**src/rtl/mac_pkg.sv**
```systemverilog
`default_nettype none
// ============================================================================
//  Module      : mac_pkg
//  Description : Shared definitions for the mac_stream engine.
//                - state_t : FSM state encoding (IDLE/RUN/DRAIN/DONE)
//                - CNT_W   : width of the accepted-pair counter
//                - sat_max / sat_min : accumulator saturation limits, returned
//                  as 64-bit values; callers keep the low ACC_W bits.
//  Revision    : 1.0 - initial release
// ============================================================================
package mac_pkg;

  localparam int CNT_W = 16;

  typedef enum logic [1:0] {
    ST_IDLE  = 2'd0,
    ST_RUN   = 2'd1,
    ST_DRAIN = 2'd2,
    ST_DONE  = 2'd3
  } state_t;

  // Largest representable accumulator value: all ones (unsigned) or
  // 0111..1 (signed). Valid for 2 <= acc_w <= 64.
  function automatic logic [63:0] sat_max(input int acc_w, input int signed_mode);
    logic [63:0] ones;
    ones = '1;
    if (signed_mode != 0) begin
      return ones >> (65 - acc_w);
    end
    return ones >> (64 - acc_w);
  endfunction

  // Smallest representable accumulator value: zero (unsigned) or 1000..0
  // (signed); the bits above acc_w are don't-care for the caller.
  function automatic logic [63:0] sat_min(input int acc_w, input int signed_mode);
    logic [63:0] ones;
    ones = '1;
    if (signed_mode != 0) begin
      return ~(ones >> (65 - acc_w));
    end
    return 64'd0;
  endfunction

endpackage : mac_pkg
`default_nettype wire

```
**src/rtl/mac_acc_unit.sv**
```systemverilog
`default_nettype none
// ============================================================================
//  Module      : mac_acc_unit
//  Description : Combinational accumulate step. Extends the 2*DATA_W product
//                to ACC_W bits (sign or zero), adds it to the current
//                accumulator and, when MAC_STREAM_SAT_EN is defined, clamps the
//                sum to the representable range and flags the clamp.
//                Without MAC_STREAM_SAT_EN the sum wraps modulo 2^ACC_W and
//                ovf_pulse is constant 0.
//  Ports       : acc       in  ACC_W     current accumulator value
//                prod      in  2*DATA_W  registered product
//                acc_next  out ACC_W     accumulator value after the add
//                ovf_pulse out 1         saturation happened on this add
//  Macro       : MAC_STREAM_SAT_EN
//  Revision    : 1.0 - initial release
// ============================================================================
module mac_acc_unit
  import mac_pkg::*;
#(
  parameter int DATA_W = 4,
  parameter int ACC_W  = 12,
  parameter int SIGNED = 0
) (
  input  logic [ACC_W-1:0]    acc,
  input  logic [2*DATA_W-1:0] prod,
  output logic [ACC_W-1:0]    acc_next,
  output logic                ovf_pulse
);

  localparam int P_W = 2 * DATA_W;

  logic [ACC_W-1:0] w_p_ext;

  generate
    if (ACC_W > P_W) begin : g_ext_wide
      logic w_fill;
      assign w_fill  = (SIGNED != 0) ? prod[P_W-1] : 1'b0;
      assign w_p_ext = {{(ACC_W - P_W){w_fill}}, prod};
    end else begin : g_ext_same
      assign w_p_ext = prod;
    end
  endgenerate

`ifdef MAC_STREAM_SAT_EN
  localparam logic [ACC_W-1:0] c_max = ACC_W'(sat_max(ACC_W, SIGNED));
  localparam logic [ACC_W-1:0] c_min = ACC_W'(sat_min(ACC_W, SIGNED));

  logic             w_acc_sx;
  logic             w_p_sx;
  logic [ACC_W:0]   w_sum;
  logic             w_ovf;
  logic             w_neg;

  // One guard bit: for signed data it carries the true sign, for unsigned
  // data it is the carry out.
  assign w_acc_sx = (SIGNED != 0) ? acc[ACC_W-1]     : 1'b0;
  assign w_p_sx   = (SIGNED != 0) ? w_p_ext[ACC_W-1] : 1'b0;
  assign w_sum    = {w_acc_sx, acc} + {w_p_sx, w_p_ext};

  // Signed overflow: guard bit disagrees with the result sign. Unsigned
  // products are never negative, so only the upper limit can be crossed.
  assign w_ovf = (SIGNED != 0) ? (w_sum[ACC_W] != w_sum[ACC_W-1]) : w_sum[ACC_W];
  assign w_neg = (SIGNED != 0) && w_sum[ACC_W];

  always_comb begin
    acc_next  = w_sum[ACC_W-1:0];
    ovf_pulse = 1'b0;
    if (w_ovf) begin
      ovf_pulse = 1'b1;
      acc_next  = w_neg ? c_min : c_max;
    end
  end
`else
  assign acc_next  = acc + w_p_ext;
  assign ovf_pulse = 1'b0;
`endif

endmodule : mac_acc_unit
`default_nettype wire

```
**src/rtl/mac_stream.sv**
```systemverilog
`default_nettype none
// ============================================================================
//  Module      : mac_stream
//  Description : Pipelined multiply-accumulate engine. After start it accepts
//                LEN operand pairs over a valid/ready handshake, multiplies
//                each pair into a product register (stage 1), adds the
//                product into the accumulator one edge later (stage 2), then
//                drains for two cycles and offers the dot product on a
//                valid/ready output handshake.
//  Ports       : clk, rst           clock, asynchronous active-high reset
//                start, clear       begin run (IDLE only) / synchronous abort
//                in_valid, in_ready operand handshake, a/b operands
//                out_valid, out_ready, out  result handshake and value
//                busy               high in RUN, DRAIN, DONE
//                cnt                pairs accepted in the current run
//                ovf                sticky saturation flag
//  Macro       : MAC_STREAM_SAT_EN enables saturating accumulation and ovf;
//                when undefined the sum wraps and ovf stays 0.
//  Revision    : 1.0 - initial release
// ============================================================================
module mac_stream
  import mac_pkg::*;
#(
  parameter int DATA_W = 4,
  parameter int ACC_W  = 12,
  parameter int LEN    = 10,
  parameter int SIGNED = 0
) (
  input  logic              clk,
  input  logic              rst,
  input  logic              start,
  input  logic              clear,
  input  logic              in_valid,
  output logic              in_ready,
  input  logic [DATA_W-1:0] a,
  input  logic [DATA_W-1:0] b,
  output logic              out_valid,
  input  logic              out_ready,
  output logic [ACC_W-1:0]  out,
  output logic              busy,
  output logic [CNT_W-1:0]  cnt,
  output logic              ovf
);

  localparam int              P_W   = 2 * DATA_W;
  localparam logic [CNT_W-1:0] c_len = CNT_W'(LEN);

  state_t             r_state;
  state_t             w_state_nxt;

  logic [P_W-1:0]     r_p_q;
  logic               r_p_vld;
  logic [ACC_W-1:0]   r_acc;
  logic [ACC_W-1:0]   r_out;
  logic [CNT_W-1:0]   r_cnt;
  logic               r_ovf;
  logic               r_drain_ph;

  logic               w_accept;
  logic               w_last;
  logic               w_a_fill;
  logic               w_b_fill;
  logic [P_W-1:0]     w_a_ext;
  logic [P_W-1:0]     w_b_ext;
  logic [P_W-1:0]     w_prod;
  logic [ACC_W-1:0]   w_acc_next;
  logic               w_ovf_pulse;

  // Operands are widened to the product width first; the low P_W bits of the
  // widened product equal the exact signed or unsigned product.
  assign w_a_fill = (SIGNED != 0) ? a[DATA_W-1] : 1'b0;
  assign w_b_fill = (SIGNED != 0) ? b[DATA_W-1] : 1'b0;
  assign w_a_ext  = {{DATA_W{w_a_fill}}, a};
  assign w_b_ext  = {{DATA_W{w_b_fill}}, b};
  assign w_prod   = w_a_ext * w_b_ext;

  assign w_accept = in_valid && in_ready;
  assign w_last   = (r_cnt == (c_len - 16'd1));

  mac_acc_unit #(
    .DATA_W (DATA_W),
    .ACC_W  (ACC_W),
    .SIGNED (SIGNED)
  ) u_acc_unit (
    .acc       (r_acc),
    .prod      (r_p_q),
    .acc_next  (w_acc_next),
    .ovf_pulse (w_ovf_pulse)
  );

  // --------------------------------------------------------------------------
  // FSM
  // --------------------------------------------------------------------------
  always_ff @(posedge clk or posedge rst) begin
    if (rst) begin
      r_state <= ST_IDLE;
    end else begin
      r_state <= w_state_nxt;
    end
  end

  always_comb begin
    w_state_nxt = r_state;
    in_ready    = 1'b0;
    out_valid   = 1'b0;
    busy        = 1'b1;
    case (r_state)
      ST_IDLE: begin
        busy = 1'b0;
        if (start) w_state_nxt = ST_RUN;
      end
      ST_RUN: begin
        in_ready = (r_cnt < c_len);
        if (w_accept && w_last) w_state_nxt = ST_DRAIN;
      end
      ST_DRAIN: begin
        if (r_drain_ph) w_state_nxt = ST_DONE;
      end
      ST_DONE: begin
        out_valid = 1'b1;
        if (out_ready) w_state_nxt = ST_IDLE;
      end
      default: begin
        w_state_nxt = ST_IDLE;
      end
    endcase
    if (clear) w_state_nxt = ST_IDLE;
  end

  // --------------------------------------------------------------------------
  // Datapath
  // --------------------------------------------------------------------------
  always_ff @(posedge clk or posedge rst) begin
    if (rst) begin
      r_p_q      <= '0;
      r_p_vld    <= 1'b0;
      r_acc      <= '0;
      r_out      <= '0;
      r_cnt      <= '0;
      r_ovf      <= 1'b0;
      r_drain_ph <= 1'b0;
    end else if (clear) begin
      // out is deliberately left alone so the last result stays visible.
      r_p_vld    <= 1'b0;
      r_acc      <= '0;
      r_cnt      <= '0;
      r_ovf      <= 1'b0;
      r_drain_ph <= 1'b0;
    end else begin
      r_p_vld <= w_accept;
      if (w_accept) begin
        r_p_q <= w_prod;
        r_cnt <= r_cnt + 16'd1;
      end

      if ((r_state == ST_IDLE) && start) begin
        r_acc <= '0;
        r_cnt <= '0;
        r_ovf <= 1'b0;
      end else if (r_p_vld) begin
        r_acc <= w_acc_next;
        if (w_ovf_pulse) r_ovf <= 1'b1;
      end

      // First DRAIN cycle absorbs the last product, second publishes it.
      if (r_state == ST_DRAIN) begin
        r_drain_ph <= ~r_drain_ph;
        if (r_drain_ph) r_out <= r_acc;
      end else begin
        r_drain_ph <= 1'b0;
      end
    end
  end

  assign out = r_out;
  assign cnt = r_cnt;
  assign ovf = r_ovf;

endmodule : mac_stream
`default_nettype wire

```
**config.mk**
```make
export PLATFORM = sky130hd
export DESIGN_NAME = mac_stream
export DESIGN_NICKNAME = d
export VERILOG_FILES = /design/src/rtl/mac_pkg.sv /design/src/rtl/mac_acc_unit.sv /design/src/rtl/mac_stream.sv
export SDC_FILE = /design/constraint.sdc
export NUM_CORES = 1
export LEC_CHECK = 0
export ABC_AREA = 1
export ABC_CLOCK_PERIOD_IN_PS = 2100
export CAP_MARGIN = 20
export CORE_AREA = 2 2 97 99
export DETAILED_ROUTE_END_ITERATION = 10
export DIE_AREA = 0 0 99 101
export GPL_ROUTABILITY_DRIVEN = 0
export MAX_ROUTING_LAYER = met4
export SYNTH_ARGS = -nofsm -noshare
export SYNTH_HDL_FRONTEND = slang
export SYNTH_SLANG_ARGS = --single-unit
export TNS_END_PERCENT = 10
```
**constraint.sdc**
```tcl
create_clock -name clk -period 2.1 [get_ports clk]
set_clock_uncertainty 0.05 [all_clocks]
set_input_delay 0.21 -clock clk [delete_from_list [all_inputs] [get_ports clk]]
set_output_delay 0.21 -clock clk [all_outputs]
set_load 0.01 [all_outputs]
```
## Yosys cells after proc, flatten, opt, wreduce, memory -nomap -nowiden

Cells that the tools add are included.

| word-level totals | value |
|---|---|
| bits in registers | 53 |
| output and inout port bits | 32 |

| operators by class | value |
|---|---|
| $add $sub $neg | 2 |
| $mul | 1 |
| reductions and logical operators | 10 |
| equality and inequality tests | 8 |
| $lt $le $gt $ge | 1 |
| muxes and demuxes | 20 |
| bitwise gates (word level) | 2 |

Operators by type and width:

| cell | count |
|---|---|
| 2-to-1 mux 16 bit | 3 |
| 2-to-1 mux 12 bit | 3 |
| adder 16 x 1 -> 16 bit (second input constant) | 1 |
| == test 16 x 4 -> 1 bit (second input constant) | 1 |
| less-than comparator 16 x 4 -> 1 bit (second input constant) | 1 |
| adder 12 x 8 -> 12 bit | 1 |
| != test 3 bit (second input constant) | 4 |
| 2-to-1 mux 2 bit | 5 |
| multiplier 4 x 4 -> 8 bit | 1 |
| 2-to-1 mux 1 bit | 8 |
| case mux 2 bit (4 select lines) | 1 |
| nonzero test 3 bit | 2 |
| == test 2 bit (second input constant) | 2 |
| AND reduction 4 bit | 1 |
| logical AND 1 bit | 3 |
| AND reduction 3 bit | 1 |
| == test 2 x 1 -> 1 bit (second input constant) | 1 |
| zero test 2 bit | 1 |
| inverter 1 bit | 2 |
| AND reduction 2 bit | 1 |
| nonzero test 2 bit | 1 |

## Longest topological paths before layout

Gate-level depths: netlist of the first run.

| logic depth | value |
|---|---|
| depth after elaboration | 7 |
| mapped depth | 13 |
| gate-level depth less buffers | 13 |

## Cells and area by module

From an unflattened synthesis of the first run, not the netlist that was laid out.

| unflattened totals | value |
|---|---|
| cell total of the unflattened synthesis | 405 |
| area, all modules | 3295.7 µm² |

By module, submodules not included:

| module | cells an instance | sequential area each (µm²) | area an instance (µm²) | instances |
|---|---|---|---|---|
| mac_stream | 299 | 1326.3 | 2736.4 | 1 |
| mac_acc_unit | 106 | 0.0 | 559.3 | 1 |

## Least setup slack after synthesis of the first run

OpenSTA, ideal clock, no wires.

| timing | value |
|---|---|
| kind | input port to flip-flop |
| from | in b[3] |
| to | reg r_p_q[6] |
| slack | -0.255 ns |
| stages | 7 |
| required time | 1.928 ns |
| arrival time | 2.183 ns |
| path buffers | 0 |
| library setup time | 0.122 ns |
| cell sequence | nand2_1 fa_1 fa_1 fa_1 o21ai_0 xnor2_1 o21ai_2 |

| between the ends | value |
|---|---|
| cells in the longest elaborated chain, start to end | 1 |

RTL lines:

| what | RTL line | text |
|---|---|---|
| from (decl) | mac_stream.sv:36 | `input logic [DATA_W-1:0] b,` |
| multiplier 4 x 4 -> 8 bit | mac_stream.sv:75 | `assign w_prod = w_a_ext * w_b_ext;` |
| to (signal assigned) | mac_stream.sv:152 | `r_p_q <= w_prod;` |
| to (decl) | mac_stream.sv:51 | `logic [P_W-1:0] r_p_q;` |

Every way passes these cells.
A chain may end at the register's enable or synchronous reset.

## Worst setup path after layout of the first run

| timing | value |
|---|---|
| from | in a[2] |
| to | reg r_p_q[7] |

| between the ends | value |
|---|---|
| cells in the longest elaborated chain, start to end | 1 |

RTL lines:

| what | RTL line | text |
|---|---|---|
| from (decl) | mac_stream.sv:35 | `input logic [DATA_W-1:0] a,` |
| multiplier 4 x 4 -> 8 bit | mac_stream.sv:75 |  |

Every way passes these cells.

==> results_dict.tcl, run 1 <==
set metrics [dict create \
    status "complete, no violations" \
    synth_cells 388 \
    path_cells "buf_6, nand2_8, fa_1, fa_1, inv_2, ha_4, a21o_1, nand2_1, nand3_2, xor2_1, nand2_1, nand2_1" \
    viasPerCell 4.607 \
    syn_nets 434 \
    finalInstanceArea_um2 4024 \
    ys_async_sr_fraction 1.000 \
    regArea_um2 1301 \
    synth_xor_area_frac 0.01673 \
    place_hpwl_um 5150 \
    yosys.area_share.adder 0.1394 \
    multiInputGateArea_um2 1672 \
    synth_edf_count 0 \
    worstPathMaxFanout 4 \
    totalWireLength_um 6546 \
    synth.top_cells.by_count "nand2_1 (85), inv_1 (66), dfrtp_1 (52), nor2_1 (40), ha_1 (27)" \
    io_buffers 44 \
    dp_cells 557 \
    ys.warnings.count 0 \
    synth_seq_cells 52 \
    power.density_nw_per_um2 682.5 \
    htreeDepth 2 \
    slew-limit-headroom 0.6400 \
    critPathRequiredTime_ns 2.24 \
    avgSynthCellArea_um2 8.097 \
    layout.nets 500 \
    hold_class "in2async" \
    grt_pass1_vias 2450 \
    grt_usage 0.1399 \
    crit_family "adder cells" \
    fp-row-count 35 \
    drive_above_1_share 0.1564 \
    maxCapViolCount 0 \
    synth_simple_gate_area_share 0.2397 \
    power_mw 2.746 \
    crit_buf_inv 2 \
    critical_path_class "in2reg" \
    rsz0062_at_grt "yes" \
    fillCellCount 883 \
    syn_area_um2 3142 \
    die_w_um 99 \
    ant_nets 0 \
    slew_violations 0 \
    netlist.area_leader.share 0.4142 \
    fmax_mhz 492.1 \
    synth_top_family_by_area "simple AND/OR/NAND/NOR gates" \
    slowest_stage "fa_1" \
    setup.worst_path.start_class "input port" \
    firstDrtPassIters 4 \
    cts_buffer_depth 2 \
    tightest_slew_ns 0.5392 \
    synth_area_leaders "dfrtp_1 (41%), ha_1 (11%), nand2_1 (10%)" \
    placed_area_um2 3879 \
    seq_area_frac_synth 0.4142 \
    overflow 0 \
    die_height_um 101 \
    synth_compound_area_frac 0.09040 \
    grt_max_degree 27 \
    min_period_ns 2.032 \
    worstSkewPairLatency_ns 0.30 \
    end_kind "register" \
    antenna_found_initial 0 \
    start_util 0.3500 \
    synthFlopType "dfrtp_1" \
    vias 2603 \
    slowest_delay_ns 0.55 \
    numCtsBuffers 5 \
    n_antenna_cell 0 \
    fin_crit_sh 0.9677 \
    ir_worst_vdd_v 0.0003236 \
    core_um2 8977 \
    power_leakage_nw 2.017 \
    numClockSinks 52 \
    syn_to_final_growth_pct 28.08 \
    io_pins 46 \
    synthMuxAreaShare 0.007168 \
    dieArea_um2 9999 \
    finalHoldViolCount 0 \
    root_buffer "clkbuf_8" \
    clk_pin_slew_ns 0.09 \
    synth_top_cell_by_area "dfrtp_1" \
    stdcell_count 565 \
    ys_types 34 \
    crit_path_frequent_cell "nand2_1" \
    ctsHoldBuffers 0 \
    drc_errors 0 \
    grt_pass1_wl_um 11040 \
    drt-initial-drc-count 109 \
    cts_tree "yes" \
    cp.arrival_ns 2.17 \
    yosysMostFrequentCell "nand2_1" \
    setup_viol 0 \
    wl_per_cell_um 11.59 \
]
## flip-flops by register name, summed over array words and instances, names as in the netlist
register and count:
cnt 16, out 12, r_acc 12, r_p_q 8, r_state 2, r_drain_ph 1, r_p_vld 1
## worst paths after layout
path / from / end / slack [ns] / cells after the start
max in group asynchronous: rst / r_acc[1] / 1.18 / 3
setup / recovery: a[2] / r_p_q[7] / 0.07 / 12
hold reg to reg: r_drain_ph / r_drain_ph / 0.39 / 1
setup reg to reg: r_p_q[0] / r_acc[6] / 0.29 / 9
hold / removal: rst / cnt[2] / 0.22 / 2
min in group clk: a[0] / r_p_q[0] / 0.22 / 4
## metrics by stage
stage	hold WS [ns]	TNS [ns]	util	setup WS [ns]
5_1_grt	0.2294	-0.02295	0.4482	-0.02295
2_1_floorplan	0.2264	-0.1034	-	-0.05506
6_report	0.2151	0	0.4482	0.06773
3_3_place_gp	0.3815	-3.560	0.4321	-0.7799
3_5_place_dp	0.3754	-3.644	0.4321	-0.8154
4_1_cts	0.2251	-0.2699	0.4446	-0.1100
## metal layers
| layer | GRT usage | wire, um | up-vias |
|---|---|---|---|
| met1 | 0.1873 | 3212 | 1204 |
| met2 | 0.2183 | 3043 | 35 |
| met4 | 0.04742 | 93 | 0 |
| li1 | - | - | 1358 |
| met5 | - | 0 | - |
| met3 | 0.02080 | 196 | 6 |
## cells in the final DEF (no fill, tap or decap), types with 5 or more instances in the layout
master and count:
nand2_1 83, inv_1 62, dfrtp_1 52, nor2_1 40, clkdlybuf4s50_1 35, nand3_1 25, buf_4 22, ha_1 21
o21ai_0 19, a21oi_1 12, nand2_2 7, o21ai_2 6, inv_2 5, nand4_1 5, ha_4 5, clkbuf_8 5
## power breakdown
group | switching, mW | leakage [nW] | internal (mW) | total (mW)
logic | 0.576 | 1.26 | 0.440 | 1.02
registers | 0.0813 | 0.715 | 1.10 | 1.18
clock network | 0.319 | 0.0410 | 0.228 | 0.547
## timing repair
action | in CTS | in global routing
pin swaps | 7 | 7
gates resized for setup | 18 | 28
setup endpoints to repair | 6 | 5
setup buffers | 1 | 0
## layout make-up
type / instances / share of cell area
Clock buffer: 6 / 0.01803
Inverter: 67 / 0.06250
Tap cell: 111 / 0.03451
Sequential cell: 52 / 0.3234
Multi-Input combinational cell: 264 / 0.4154
Clock inverter: 1 / 0.001244
Timing Repair Buffer: 64 / 0.1449
## kinds of logic (layout without fill, tap and decap cells)
| family | after synthesis | in the layout |
|---|---|---|
| buf+inv | 72 | 138 |
| simple gates | 173 | 173 |
| flops | 52 | 52 |
| fa+ha+maj | 32 | 32 |
| compound gates | 50 | 50 |
| mux | 2 | 2 |
| other cells | 1 | 1 |
| xor+xnor | 6 | 6 |
Power figures use the tool's default switching activity.
==> inputs of run 2 (changes only) <==
--- a/config.mk
+++ b/config.mk
@@ -9,6 +9,7 @@
 export ABC_CLOCK_PERIOD_IN_PS = 2100
 export CAP_MARGIN = 20
 export CORE_AREA = 2 2 97 99
+export CTS_CLUSTER_DIAMETER = 100
 export DETAILED_ROUTE_END_ITERATION = 10
 export DIE_AREA = 0 0 99 101
 export GPL_ROUTABILITY_DRIVEN = 0
==> results of run 2 <==
Same layout as run 1: the final DEF is identical, and so are final timing and power.
==> inputs of run 3 (changes only) <==
--- a/config.mk
+++ b/config.mk
@@ -7,7 +7,6 @@
 export LEC_CHECK = 0
 export ABC_AREA = 1
 export ABC_CLOCK_PERIOD_IN_PS = 2100
-export CAP_MARGIN = 20
 export CORE_AREA = 2 2 97 99
 export CTS_CLUSTER_DIAMETER = 100
 export DETAILED_ROUTE_END_ITERATION = 10
==> results of run 3 <==
Same layout as run 1: the final DEF is identical, and so are final timing and power.
